--- src/rtl/axi_lite_write_slave.sv ---
// rtl/axi_lite_write_slave.sv - AXI4-Lite write-channel responder with a 4-word register file
module axi_lite_write_slave #(
    parameter int C_S_AXI_DATA_WIDTH = 32,
    parameter int C_S_AXI_ADDR_WIDTH = 4
) (
    input  logic                            s_aclk,
    input  logic                            s_aresetn,
    input  logic [C_S_AXI_ADDR_WIDTH-1:0]   s_awaddr,
    input  logic [2:0]                      s_awprot,
    input  logic                            s_awvalid,
    output logic                            s_awready,
    input  logic [C_S_AXI_DATA_WIDTH-1:0]   s_wdata,
    input  logic [C_S_AXI_DATA_WIDTH/8-1:0] s_wstrb,
    input  logic                            s_wvalid,
    output logic                            s_wready,
    output logic [1:0]                      s_bresp,
    output logic                            s_bvalid,
    input  logic                            s_bready,
    output logic [4*C_S_AXI_DATA_WIDTH-1:0] regs_out
);

    localparam int DW = C_S_AXI_DATA_WIDTH;
    localparam int NB = DW / 8;

    // run holds both readies low for the first cycle after reset release
    logic          run;
    logic          aw_full;
    logic          w_full;
    logic [1:0]    aw_idx;
    logic [DW-1:0] w_data;
    logic [NB-1:0] w_strb;
    logic [DW-1:0] regs [4];

    logic          aw_hs;
    logic          w_hs;
    logic          commit;

    // Protection bits and the byte offset within a word carry no meaning here
    logic          unused_inputs;
    assign unused_inputs = ^{s_awprot, s_awaddr};

    // Each channel is single-slot; nothing new is taken while a response is pending
    assign s_awready = run & ~aw_full & ~s_bvalid;
    assign s_wready  = run & ~w_full  & ~s_bvalid;

    assign aw_hs  = s_awvalid & s_awready;
    assign w_hs   = s_wvalid  & s_wready;
    assign commit = aw_full & w_full & ~s_bvalid;

    // Capture AW/W independently, commit once both are held, then hold B until accepted
    always_ff @(posedge s_aclk or negedge s_aresetn) begin
        if (!s_aresetn) begin
            run      <= 1'b0;
            aw_full  <= 1'b0;
            w_full   <= 1'b0;
            aw_idx   <= '0;
            w_data   <= '0;
            w_strb   <= '0;
            s_bvalid <= 1'b0;
            s_bresp  <= 2'b00;
            for (int k = 0; k < 4; k++) begin
                regs[k] <= '0;
            end
        end else begin
            run <= 1'b1;

            if (aw_hs) begin
                aw_idx  <= s_awaddr[3:2];
                aw_full <= 1'b1;
            end

            if (w_hs) begin
                w_data <= s_wdata;
                w_strb <= s_wstrb;
                w_full <= 1'b1;
            end

            // A commit needs both slots full, so it never coincides with a new capture
            if (commit) begin
                for (int i = 0; i < NB; i++) begin
                    if (w_strb[i]) begin
                        regs[aw_idx][8*i +: 8] <= w_data[8*i +: 8];
                    end
                end
                aw_full  <= 1'b0;
                w_full   <= 1'b0;
                s_bvalid <= 1'b1;
                s_bresp  <= 2'b00;
            end else if (s_bvalid && s_bready) begin
                s_bvalid <= 1'b0;
            end
        end
    end

    for (genvar k = 0; k < 4; k++) begin : g_regs_out
        assign regs_out[k*DW +: DW] = regs[k];
    end

endmodule

--- config.mk ---
export PLATFORM = sky130hd
export DESIGN_NAME = axi_lite_write_slave
export DESIGN_NICKNAME = d
export VERILOG_FILES = /design/src/rtl/axi_lite_write_slave.sv
export SDC_FILE = /design/constraint.sdc
export NUM_CORES = 1
export LEC_CHECK = 0
export ABC_AREA = 1
export CAP_MARGIN = 20
export CORE_MARGIN = 8
export CORE_UTILIZATION = 49
export DETAILED_ROUTE_END_ITERATION = 8
export GPL_TIMING_DRIVEN = 0
export PLACE_DENSITY = 0.8
export SLEW_MARGIN = 20
export SYNTH_ARGS = -nofsm -noshare
export SYNTH_HDL_FRONTEND = slang
export SYNTH_SLANG_ARGS = --single-unit
--- constraint.sdc ---
create_clock -name s_aclk -period 1.9 [get_ports s_aclk]
set_input_delay 0.285 -clock s_aclk [delete_from_list [all_inputs] [get_ports s_aclk]]
set_output_delay 0.285 -clock s_aclk [all_outputs]
set_load 0.005 [all_outputs]
# [After elaboration in Yosys (flattened, before gate mapping)]
# Index checks and enable logic that the tools add are counted.
[op_classes] magnitude_cmp=2 n_reduce_logical=5 n_bitwise=12 n_mux=25
[op_table] op="$mux W128" count=7
[op_table] op="$bwmux W128" count=4
[op_table] op="$demux W32 S2" count=4
[op_table] op="$mux W32" count=1
[op_table] op="$mux W24" count=1
[op_table] op="$mux W16" count=1
[op_table] op="$and A1 B1 Y1" count=8
[op_table] op="$mux W8" count=1
[op_table] op="$mux W1" count=6
[op_table] op="$reduce_bool A2 Y1" count=3
[op_table] op="$ge A3 B3 Y1 const B" count=1
[op_table] op="$lt A3 B1 Y1 const B" count=1
[op_table] op="$not A1 Y1" count=3
[op_table] op="$not A2 Y3" count=1
[op_table] op="$logic_and A1 B1 Y1" count=2
[totals] out_inout_bits=133 inputBits=48 ff_bits=170 elab_cells=55

# [Depth between registers and ports, before layout]
# Gate-level depths: netlist (run 1).
[depth] depth_word=16 ltp_mapped=7 ltp_nobuf=6

# [Worst setup path after synthesis (run 1)]
# No wires, ideal clock.
[synth_path] path_type="register -> register" startpoint="register aw_idx[0]" endpoint="register regs, in the netlist regs_out[24]" path_buffers=1 path_slack_ns=0.590 required_time_ns=1.783 period_less_slack_ns=1.310 path_stages_with_launch=8 setup_time_ns=0.117 arrival_time_ns=1.194 cell_sequence="dfrtp_1 clkbuf_2 inv_1 nand2_1 nor2_2 nand2_2 nand2_1 nand2_1"
[synth_between] elab_chain_len=13 elab_cells_between_ends=20 cone_classes="order compare (2); mux (16); bitwise (1); reduce/logical (1)"
[synth_lines] element="from (decl)" line="29" rtl="logic [1:0] aw_idx;"
[synth_lines] element="from (signal assigned)" line="68" rtl="aw_idx <= s_awaddr[3:2];"
[synth_lines] element="$not A2 Y3 (not written as such) (*)" line="82" rtl="regs[aw_idx][8*i +: 8] <= w_data[8*i +: 8];"
[synth_lines] element="$demux W32 S2" line="82"
[synth_lines] element="$bwmux W128" line="82"
[synth_lines] element="$mux W128" line="81" rtl="if (w_strb[i]) begin"
[synth_lines] element="$mux W128" line="79" rtl="if (commit) begin"
[synth_lines] element="$bwmux W128" line="82"
[synth_lines] element="$mux W128" line="81"
[synth_lines] element="$mux W128" line="79"
[synth_lines] element="$bwmux W128" line="82"
[synth_lines] element="$mux W128" line="81"
[synth_lines] element="$mux W128" line="79"
[synth_lines] element="$bwmux W128" line="82"
[synth_lines] element="$mux W128 (*)" line="81"
[synth_lines] element="to (signal, indexed assignment)" line="82"
[synth_lines] element="to (decl)" line="32" rtl="logic [DW-1:0] regs [4];"
# Mark *: on every way between the ends. The rest lies on a longest branch, timed or not. The select of a mux whose other input is x is not followed.
# A chain may end at the register's enable or synchronous reset.

# [Final worst setup path (run 1)]
[layout_path] startpoint="register s_bvalid" endpoint="output s_wready"
[layout_between] elab_chain_len=2
[layout_lines] element="from (decl)" line="17" rtl="output logic s_bvalid,"
[layout_lines] element="from (signal assigned)" line="59" rtl="s_bvalid <= 1'b0;"
[layout_lines] element="from (signal assigned)" line="87" rtl="s_bvalid <= 1'b1;"
[layout_lines] element="from (signal assigned)" line="90" rtl="s_bvalid <= 1'b0;"
[layout_lines] element="$not A1 Y1" line="44" rtl="assign s_wready = run & ~w_full & ~s_bvalid;"
[layout_lines] element="$and A1 B1 Y1" line="44"
[layout_lines] element="to (decl)" line="15" rtl="output logic s_wready,"
# No other way between the ends.

==> run metrics, run 1 <==
crit end category=output pin; critical path peak fanout=3; most common cell after layout, fill and taps aside=nand2_1; Fin. Hold Viols=0; Reg clk slew, reported paths=0.06 ns; worst slew pin tran=0.662 ns; dpl ws=-0.172 ns; Die Height=136 um; total die area=18,400 um2; Critical Path RT=1.62 ns; TritonCTS clock tree=yes; Slew Viols, Final=0; fillers=1,088; cell count after placement=1,118; most frequent cells in the layout=nand2_1, dfrtp_1, clkdlybuf4s50_1; Pint=10.8 mW; CP top delay family=buffers and inverters; largest net degree at the start of global routing=91; Starting Density=50.3%; f_max=554 MHz; skew final=0.00681 ns; n_diodes=0; fin worst setup slack=0.0952 ns; placed cell areas=8990 um2; P_sw=6.25 mW; post-synthesis sequential area ratio=60.7%; register area=4260 um2; fraction of layout cells with a size suffix above 1=9.12%; synthesized area per cell=9.17 um2; Final Setup Violations=0; Area growth syn-to-layout=37.7%; logic gate share of total power=40.4%; global-route wire length before repair=33.7 mm; Layout Cells excl Fill=1,156; worst path bufs/invs=3; Final ANT Viol Nets=0; startpoint types=register; Via Count=6,402; setup TNS=0 ns; Pre-antenna DRT Iters=5; CTS sink count=170; vias in the first global route=6,328; later-pin clock latency in the skew report=0.44 ns; final period utilization=95.0%; Syn. warnings=0; CP arrival=1.52 ns; via/cell ratio=5.54; type of the worst setup path=reg -> out; Pwr Density=1770 nW/um2; Cell Area, Synth=7010 um2; # IOs=181; maximum clock path buffer count=2; DP Wirelength=15.1 mm; Root Driver=clkbuf_16; max_cap viols=0; Site Rows=43; RSZ-0062 raised after global routing=false; cells along the critical path=buf_12 > nor3_4 > buf_6 > dlygate4sd2_1; synthesized instance count=764; P_leak=4.87 nW; nets=1,012; worst vdd ir=0.805 mV; switch share=36.6%; number of synthesized register bits=170; final core occ=69.2%; sequential share of power=39.8%; die span in x=136 um; Relative slew margins=55.9%; drt total wl=21.5 mm; Multi-input gate area=2470 um2; CP peak stage delay=0.43 ns; Pwr Total=17.1 mW; GRT Util Overall=23.6%; H-tree lvl count=4; Clk pwr share=19.8%; Num CTS Buffers=17; WHS=0.399 ns; RePlAce Congestion=0.828; Port Buffers=172; Initial DRC Count=553; antenna violations before repair=0; min Tclk post-route=1.80 ns; Avg WL per Cell=18.6 um; final instance area=9650 um2; CP max-delay cell=dfrtp_2; Core ar.=13,900 um2; grt total ovfl=0; run status=finished clean; DR DRC count=0; HP Class=in -> reg; distinct cell type count after synthesis=22
==> tightest hold or removal path: cells and delay by family <==
family / cells / cell delay, ns
simple gates: 2 / 0.11
buf+inv: 1 / 0.39
==> path summary, 6_finish.rpt <==
path	to	from	cells past startpoint	slack, ns
worst max-delay path	s_wready	s_bvalid$_DFFE_PN0P_	4	0.1
max in group asynchronous	regs_out[51]$_DFFE_PN0P_	s_aresetn	3	0.65
worst max register to register	regs_out[28]$_DFFE_PN0P_	aw_idx[1]$_DFFE_PN0P_	7	0.21
worst min register to register	regs_out[53]$_DFFE_PN0P_	regs_out[53]$_DFFE_PN0P_	2	0.47
worst min-delay path	w_data[0]$_DFFE_PN0P_	s_wdata[0]	3	0.40
min in group asynchronous	regs_out[34]$_DFFE_PN0P_	s_aresetn	2	0.41
==> flip-flops by register name (all words and copies together) (netlist names) <==
name / flops
regs_out: 128
w_strb: 4
aw_idx: 2
w_data: 32
run: 1
w_full: 1
s_bvalid: 1
aw_full: 1
==> metal layers <==
metal | vias up | share of wire [%] | GRT usage [%]
met1 | 3111 | 41 | 30.1
met2 | 292 | 48 | 36.8
met5 | - | 0 | 0
met4 | 0 | 2.3 | 9.44
li1 | 2956 | - | -
met3 | 43 | 9.2 | 7.23
==> kinds of logic after synthesis <==
kind of cell | share of synthesized area, %
compound gates | 0.143
buf+inv | 4.29
flops | 60.7
mux | 0.143
other cells | 0.107
simple gates | 34.6
==> synthesized netlist by cell type <==
| master | n | share of area, % |
|---|---|---|
| nand2_1 | 338 | 18 |
| dfrtp_1 | 170 | 61 |
| nand4_1 | 96 | 8.6 |
| nand3_1 | 80 | 5.7 |
| buf_2 | 19 | 1.4 |
| clkbuf_1 | 15 | 0.80 |
| buf_4 | 6 | 0.64 |
| inv_1 | 6 | 0.32 |
| buf_6 | 5 | 0.80 |
| nand3_2 | 4 | 0.57 |
| nor2_2 | 4 | 0.36 |
| nor2_4 | 4 | 0.64 |
| buf_1 | 3 | 0.16 |
| nand2_2 | 3 | 0.27 |
| a21oi_1 | 2 | 0.14 |
| clkbuf_2 | 2 | 0.14 |
| conb_1 | 2 | 0.11 |
| inv_2 | 1 | 0.054 |
| mux2i_1 | 1 | 0.14 |
| nor2_1 | 1 | 0.054 |
| nor3_1 | 1 | 0.071 |
| nor3_4 | 1 | 0.23 |
==> power groups by stage <==
stage	combinational, mW	sequential (mW)	clock (mW)
floorplan	2.76	6.56	0
global placement	6.60	6.75	0
detailed placement	6.79	6.79	0
CTS	6.91	6.77	3.41
global route	7.55	6.98	3.57
finish	6.90	6.80	3.39
==> what timing repair did <==
action,4_1_cts,5_1_grt
hold endpoints to repair,80,0
endpoints found under the setup margin,2,1
resized for setup,8,0
hold buffers,1,0
setup buffers,4,2
pin swaps,2,0
==> cell type report <==
cell class	count	share of cell area, %
Tap cell	180	2.33
Sequential cell	170	44.1
Buffer	50	2.90
Inverter	7	0.272
Clock inverter	6	0.635
Clock buffer	25	5.34
Timing Repair Buffer	180	18.9
Multi-Input combinational cell	538	25.6
(Power assumes the default switching activity.)
==> inputs of run 2 (changes only) <==
- GPL_TIMING_DRIVEN: 0 -> unset
==> run 2 against run 1 <==
Non-clock buffer count down 26. Routed wire length is 5.7% lower. Worst setup slack worse by 0.0032 ns. Count of clock-buffer cells in the layout is 4 lower. Combinational power is 5.2% lower. Sequential cell count unchanged. Via count decreased by 3.5%. Register-to-register slack gained 0.06 ns. Critical path type unchanged. Critical endpoint is now s_bvalid.
==> run metrics, run 2 (synthesis results as in run 1) <==
run status=finished clean; Fin. Hold Viols=0; Num CTS Buffers=17; # IOs=181; fillers=1,068; nets=986; CTS sink count=170; die span in x=136 um; cells along the critical path=buf_4 > clkdlybuf4s50_1; Port Buffers=173; Site Rows=43; vias in the first global route=6,044; Pre-antenna DRT Iters=5; later-pin clock latency in the skew report=0.42 ns; Root Driver=clkbuf_16; Core ar.=13,900 um2; Avg WL per Cell=17.9 um; Area growth syn-to-layout=36.9%; final core occ=68.8%; dpl ws=0.265 ns; Die Height=136 um; HP Class=in -> reg; Hold EP=w_data[6]$_DFFE_PN0P_; CP top delay family=buffers and inverters; TritonCTS clock tree=yes; min Tclk post-route=1.81 ns; max_cap viols=0; setup bufs post-CTS=0; register area=4250 um2; GRT Util Overall=22.2%; worst vdd ir=0.936 mV; global-route wire length before repair=32.1 mm; crit end category=output pin; RSZ-0062 raised after global routing=false; max FFs per register=128; grt total ovfl=0; largest net degree at the start of global routing=51; drt total wl=20.2 mm; critical hold path startpoint=s_wvalid; maximum clock path buffer count=2; DR DRC count=0; Slew Viols, Final=0; DP Wirelength=14.2 mm; setup TNS=0 ns; Worst Reg-to-Reg Cells=6; WHS Path Cells=3; antenna violations before repair=1; type of the worst setup path=reg -> out; f_max=553 MHz; Via Count=6,175; fraction of layout cells with a size suffix above 1=8.12%; CP arrival=1.52 ns; skew final=0.00551 ns; Initial DRC Count=485; worst slew pin tran=0.504 ns; CP peak stage delay=0.56 ns; flop-to-flop setup slack=0.27 ns; worst path bufs/invs=2; H-tree lvl count=4; P_leak=4.81 nW; Reg clk slew, reported paths=0.06 ns; final period utilization=95.2%; RR Endpoint=regs_out[118]$_DFFE_PN0P_; reg-to-reg startpoint=s_bvalid$_DFFE_PN0P_; most frequent cells in the layout=nand2_1, dfrtp_1, clkdlybuf4s50_1; Pwr Density=1780 nW/um2; Multi-input gate area=2460 um2; Critical Path RT=1.62 ns; critical path peak fanout=5; Starting Density=50.3%; via/cell ratio=5.47; Final ANT Viol Nets=0; fin worst setup slack=0.0921 ns; RePlAce Congestion=0.825; total die area=18,400 um2; most common cell after layout, fill and taps aside=nand2_1; startpoint types=register; CP max-delay cell=clkdlybuf4s50_1; Final Setup Violations=0; Relative slew margins=66.4%
[run 2: through the flow]
stage / cells / power [mW] / area, um2 / hold slack [ns]
final: 1129 / 17.0 / 9590 / 0.301
after global routing: 1129 / 18.1 / 9590 / 0.310
after CTS: 1128 / 17.1 / 9590 / 0.286
after detailed placement: 1098 / 13.5 / 8970 / 0.259
after global placement: 1098 / 13.3 / 8970 / 0.259
after floorplan: 765 / 9.32 / 7010 / -0.0106
[run 2: how the worst max path moves through the flow]
stage | from | end | slack [ns] | depth (start not counted)
final | s_bvalid$_DFFE_PN0P_ | s_bvalid | 0.09 | 2
after global routing | s_bvalid$_DFFE_PN0P_ | s_bvalid | 0.05 | 2
after CTS | s_bvalid$_DFFE_PN0P_ | s_bvalid | 0.09 | 2
after detailed placement | aw_idx[0]$_DFFE_PN0P_ | regs_out[37]$_DFFE_PN0P_ | 0.26 | 5
after global placement | aw_idx[0]$_DFFE_PN0P_ | regs_out[34]$_DFFE_PN0P_ | 0.31 | 5
after floorplan | aw_idx[0]$_DFFE_PN0P_ | regs_out[24]$_DFFE_PN0P_ | 0.59 | 7
[run 2: worst min-delay path: stages]
cell and delay, ns:
buf_2 0.22, nand3_1 0.13, nand2_1 0.05
[run 2: what timing repair did]
| action | 4_1_cts | 5_1_grt |
|---|---|---|
| endpoints found under the setup margin | 2 | 0 |
| hold buffers | 1 | 0 |
| hold endpoints to repair | 46 | 0 |
| gates resized for setup | 3 | 0 |
[run 2: layout make-up]
class | instances | area share, %
tap | 180 | 2.35
clock buffer | 21 | 4.80
sequential | 170 | 44.4
timing repair buffer | 204 | 21.0
inverter | 7 | 0.274
clock inverter | 8 | 1.51
multi-input combinational | 538 | 25.7
antenna | 1 | 0.0261
[run 2: layer usage]
| metal | GRT usage (%) | vias up | wire length [um] |
|---|---|---|---|
| met5 | 0 | - | 0 |
| met4 | 7.34 | 0 | 441 |
| li1 | - | 2905 | - |
| met1 | 28.2 | 2979 | 8390 |
| met2 | 36.0 | 259 | 9690 |
| met3 | 6.19 | 32 | 1710 |
[run 2: report_power, final]
part	total [mW]	switching, mW	internal (mW)	leakage, nW
registers	6.93	1.57	5.36	2.25
logic	6.54	3.13	3.41	2.27
clock network	3.58	1.34	2.24	0.291
total	17.0	6.03	11.0	4.81
